===== config.mk =====
export PLATFORM = sky130hd
export DESIGN_NAME = prog_run_ctrl
export DESIGN_NICKNAME = d
export VERILOG_FILES = /design/src/rtl/prog_run_ctrl.sv
export SDC_FILE = /design/constraint.sdc
export NUM_CORES = 1
export LEC_CHECK = 0
export ABC_AREA = 0
export ABC_CLOCK_PERIOD_IN_PS = 2100
export BUFFER_PORTS_ARGS = -buffer_cell sky130_fd_sc_hd__buf_2
export CORE_ASPECT_RATIO = 1.4
export CORE_MARGIN = 2
export CORE_UTILIZATION = 47
export CTS_CLUSTER_DIAMETER = 100
export DETAILED_ROUTE_END_ITERATION = 8
export GPL_ROUTABILITY_DRIVEN = 0
export PLACE_DENSITY = 0.75
export SLEW_MARGIN = 30
export SYNTH_ARGS = -nofsm -noshare
export SYNTH_HDL_FRONTEND = slang
export SYNTH_SLANG_ARGS = --single-unit

===== constraint.sdc =====
create_clock -name Clk -period 2.1 [get_ports Clk]
set_clock_uncertainty 0.2 [all_clocks]
set_input_delay 0.105 -clock Clk [delete_from_list [all_inputs] [get_ports Clk]]
set_output_delay 0.105 -clock Clk [all_outputs]
set_load 0.02 [all_outputs]

===== src/rtl/prog_run_ctrl.sv =====
// Run sequencer for the fetch unit: start/hold/run/done control, per-program start address, cycle count.
// Optional watchdog enabled by defining PRC_TIMEOUT_EN (adds TIMEOUT parameter and drives TimedOut).
module prog_run_ctrl #(
  parameter int T       = 10,
  parameter int NPROG   = 3,
  parameter int START0  = 0,
  parameter int START1  = 128,
  parameter int START2  = 256,
  parameter int START3  = 384,
  parameter int CYC_W   = 16
`ifdef PRC_TIMEOUT_EN
  ,
  parameter int TIMEOUT = 4095
`endif
) (
  input  logic             Clk,
  input  logic             Reset,
  input  logic             Req,
  input  logic             HaltInst,
  output logic             FetchStart,
  output logic [T-1:0]     StartAddr,
  output logic             Busy,
  output logic             Done,
  output logic [1:0]       ProgIdx,
  output logic [CYC_W-1:0] CycleCount,
  output logic             TimedOut
);

  typedef enum logic [1:0] {
    S_IDLE,
    S_HOLD,
    S_RUN,
    S_DONE
  } state_t;

  localparam int START_P [4] = '{START0, START1, START2, START3};

  state_t           r_state;
  logic             r_fetch_start;
  logic             r_busy;
  logic             r_done;
  logic [1:0]       r_prog_idx;
  logic [CYC_W-1:0] r_cycle_count;

  logic [T-1:0]     w_start_tab [4];
  logic [1:0]       w_idx_next;
  logic [CYC_W-1:0] w_count_inc;
  logic             w_timeout;
  logic             w_run_exit;

  for (genvar gi = 0; gi < 4; gi++) begin : g_start_tab
    assign w_start_tab[gi] = T'(START_P[gi]);
  end

  assign w_idx_next  = (r_prog_idx == 2'(NPROG - 1)) ? 2'd0 : r_prog_idx + 2'd1;
  // Saturate rather than wrap so a runaway program never reports a small count.
  assign w_count_inc = (&r_cycle_count) ? r_cycle_count : r_cycle_count + CYC_W'(1);

`ifdef PRC_TIMEOUT_EN
  logic r_timed_out;

  assign w_timeout = (w_count_inc == CYC_W'(TIMEOUT));

  // Halt on the same cycle as the limit is a normal finish, not a timeout.
  always_ff @(posedge Clk) begin
    if (Reset) begin
      r_timed_out <= 1'b0;
    end else if (r_state == S_HOLD && !Req) begin
      r_timed_out <= 1'b0;
    end else if (r_state == S_RUN && !HaltInst && w_timeout) begin
      r_timed_out <= 1'b1;
    end
  end

  assign TimedOut = r_timed_out;
`else
  assign w_timeout = 1'b0;
  assign TimedOut  = 1'b0;
`endif

  assign w_run_exit = HaltInst || w_timeout;

  always_ff @(posedge Clk) begin
    if (Reset) begin
      r_state       <= S_IDLE;
      r_prog_idx    <= 2'd0;
      r_cycle_count <= '0;
      r_fetch_start <= 1'b1;
      r_busy        <= 1'b0;
      r_done        <= 1'b0;
    end else begin
      case (r_state)
        S_IDLE: begin
          if (Req) begin
            r_state <= S_HOLD;
          end
        end
        S_HOLD: begin
          if (!Req) begin
            r_state       <= S_RUN;
            r_cycle_count <= '0;
            r_fetch_start <= 1'b0;
            r_busy        <= 1'b1;
          end
        end
        S_RUN: begin
          r_cycle_count <= w_count_inc;
          if (w_run_exit) begin
            r_state       <= S_DONE;
            r_fetch_start <= 1'b1;
            r_busy        <= 1'b0;
            r_done        <= 1'b1;
          end
        end
        S_DONE: begin
          // Index advances only when the bench asks for the next program.
          if (Req) begin
            r_state    <= S_HOLD;
            r_done     <= 1'b0;
            r_prog_idx <= w_idx_next;
          end
        end
        default: begin
          r_state <= S_IDLE;
        end
      endcase
    end
  end

  assign FetchStart = r_fetch_start;
  assign StartAddr  = w_start_tab[r_prog_idx];
  assign Busy       = r_busy;
  assign Done       = r_done;
  assign ProgIdx    = r_prog_idx;
  assign CycleCount = r_cycle_count;

endmodule


==> summary.md <==
| Metric | Value |
|---|---|
| Pre-CTS WS | between 50 and 60 ps |
| Fraction of layout cells with a size suffix above 1 | 33.8% |
| Int Pwr | 901 uW |
| Reg-to-Reg Start | CycleCount[0]$_SDFFE_PP0P_ |
| Worst Setup SP | CycleCount[0]$_SDFFE_PP0P_ |
| Die Y | roughly 67 um |
| Final Hold Fails | 0 |
| Vias in the first global route | between 1000 and 1500 |
| Main synth FF type | dfxtp_1 |
| Tot GR Track Use | between 10% and 20% |
| Outcome | finished clean |
| First-pass GRT wire length | roughly 5000 um |
| Slowest CP cell | or4_1 |
| CP Max Fanout | 6 |
| Mux share of post-synthesis cell area | under 10% |
| Largest net degree at the start of global routing | 24 |
| Reg2Reg Capture Point | CycleCount[6]$_SDFFE_PP0P_ |
| Clock power frac | 18.4% |
| H-tree level count | 1 |
| Synth Instances | approximately 160 |
| Setup crit end kind | flip-flop |
| Initial Util | between 40 and 50% |
| CTS Buf Count | 3 |
| Number of port buffers | 26 |
| Clock transition at path regs | 90 ps |
| Leak | about 0.0007 uW |
| Starting DRC count in detailed routing | 31 |
| WP buf/inv | 0 |
| Seq pwr share | between 30% and 40% |
| Fraction of synthesized cell area taken by the top area cell type | 34.2% |
| Synthesized cell area | approximately 1300 um2 |
| Hold WC Path Type | input pin to flip-flop |
| Worst Hold Launch | Req |
| Post-DP HPWL | about 2300 um |
| Synthesized flop and latch total | 23 |
| Placed Instance Area | between 1500 and 2000 um2 |
| Adder-cell share of the synthesized area | 3.71% |
| Seq/Total Area, Yosys | around a third |
| ANT nets after route | 0 |
| Largest family of logic cells by synthesized area | simple AND/OR/NAND/NOR gates |
| Yosys warnings | 0 |
| Count leader, synth | dfxtp_1 |
| GRT overflow | 0 |
| CTS tree | done |
| Synth async-reset ratio | 0% |
| Row Count | 23 |
| 1st-pass router iterations | 4 |
| Clock latency on the worst-skew pair | 270 ps |
| Worst Hold Path EP | r_state[1]$_SDFFE_PP0P_ |
| Max Cap Violations | 0 |
| Leading area contributor after synthesis | dfxtp_1 |
| P&R area growth vs syn | 20.8% |
| Gate power share | around 47% |
| Switching Power | about 600 uW |
| CTS max path bufs | 2 |
| Initial antenna violation count | 0 |
| Fin. max-slew vios | 0 |
| Slowest stage delay, CP | between 400 and 500 ps |
| Sw Share | slightly above 40% |
| Post-Synth XOR/XNOR Area | 0% |
| Max Fclk | about 490 MHz |
| Max VDD drop | 536 uV |
| Mean Syn Cell Area | a little over 8 um2 |
| Synth top area cells | dfxtp_1 (34%), buf_4 (6.1%), a21oi_1 (5.9%) |
| Post-synthesis compound-gate area fraction | roughly a fifth |
| Routed vias | roughly 1300 |
| Reg2Reg Setup Slack | 70 ps |
| Total Wirelength | 3260 um |
| Netlist cell types | 42 |
| Tmin final | a little over 2000 ps |
| Vias/cell | ~5.5 |
| Most frequent cells after synthesis | dfxtp_1 (23), nand2_1 (18), a21oi_1 (16) |
| Hold Path Depth | 4 |
| Number of flops mapped to enable cells by yosys | 0 |
| Startpoint Class | flip-flop |
| Final Worst Setup Slack | ~71 ps |
| ANT cells | 0 |
| Cell-by-cell listing of the critical path | ha_2 > and3_4 > nor3b_4 > a31o_4 > or4_1 > a31oi_1 |
| Crit Path Class | flip-flop to flip-flop |
| Worst EP arrival | between 2000 and 2500 ps |
| Avg WL per Cell | 13.7 um |
| Fin crit share | 96.6% |
| Worst path required time | approximately 2100 ps |
| Final Setup Violations | 0 |
| Clock root buffer master | clkbuf_8 |
| Die width | 49.3 um |
| Area of the core | 2790 um2 |
| Total die area | ~3300 um2 |
| CP delay by family, top | simple AND/OR/NAND/NOR gates |
| Design Area, Final | roughly 1600 um2 |
| Post-layout nets | 210 |
| Boundary Pins | 36 |
| Worst reg2reg path depth | 6 |
| Post-route DRC | 0 |
| Clock sink total | 23 |
| Synth Area in Simple Gates | around a quarter |
| Power Density | around 930 nW/um2 |
[per-stage QoR]
step | util, % | TNS [ps] | total power, uW | cells | hold slack [ps]
after CTS | 56.2 | 0 | 1470 | 235 | 13.6
after detailed placement | 54.2 | 0 | 1190 | 230 | 258
after floorplan | - | 0 | 1010 | 170 | -22.9
after global placement | 54.2 | 0 | 1170 | 230 | 247
final | 58.3 | 0 | 1510 | 238 | 18.2
after global routing | 58.3 | -1.61 | 1610 | 238 | 61.4
[layer usage]
layer	share of wire, %	GRT usage (%)
met1	40	22.4
met2	53	34.5
met3	4.4	2.88
met4	2.5	12.1
met5	0	0
[final cells by class]
class	count	area (um2)
tap	37	46.3
inverter	6	22.5
clock inverter	1	5.00
timing repair buffer	44	268
fill	267	1160
clock buffer	3	41.3
sequential	23	464
multi-input combinational	124	781
[state kept, by name (all words and copies together), names as in the netlist]
| signal | flops |
|---|---|
| r_state | 2 |
| ProgIdx | 2 |
| CycleCount | 16 |
| Done | 1 |
| Busy | 1 |
| FetchStart | 1 |
[kinds of logic (layout without fill, tap and decap cells)]
logic type      count (synthesis)  count (layout)
simple gates                   64              64
other cells                     1               9
mux                             4               4
flops                          23              23
buf+inv                        23              54
compound gates                 43              43
fa+ha+maj                       4               4
[cell usage in the layout, fill, tap and decap left out, drive strengths merged, types with 3 or more instances in the layout]
cell,netlist,final
a21oi,16,16
inv,6,6
nor2,15,15
ha,4,4
o21ai,7,7
conb,1,9
nand3,8,8
a31oi,6,6
nor3,5,5
clkbuf,3,3
nand2,18,18
a22oi,4,4
nand4,4,4
buf,14,43
dfxtp,23,23
and4,3,3
[power by group through the flow]
stage               Clock, uW  Sequential [uW]  Combinational, uW
floorplan                   0              568                444
global placement            0              529                639
detailed placement          0              532                659
CTS                       283              522                669
global route              295              532                781
finish                    278              527                703
[tightest hold or removal path: cells and delay by family]
kind / cells / cell delay (ps)
buf+inv: 1 / 140
compound gates: 1 / 60
simple gates: 2 / 140
[how the worst max path moves through the flow]
stage | depth (start not counted) | to | slack, ps
final | 6 | CycleCount[6]$_SDFFE_PP0P_ | 70
after global routing | 6 | CycleCount[12]$_SDFFE_PP0P_ | -2
after detailed placement | 6 | CycleCount[12]$_SDFFE_PP0P_ | 60
after global placement | 6 | CycleCount[6]$_SDFFE_PP0P_ | 100
after CTS | 7 | FetchStart$_SDFFE_PP1P_ | 20
after floorplan | 6 | CycleCount[6]$_SDFFE_PP0P_ | 1
[timing repair]
| item | in CTS | in global routing |
|---|---|---|
| setup buffers | 0 | 3 |
| hold buffers | 1 | 0 |
| resized for setup | 0 | 12 |
| setup endpoints to repair | 0 | 11 |
| endpoints found under the hold margin | 1 | 0 |
Power figures use the tool's default switching activity.
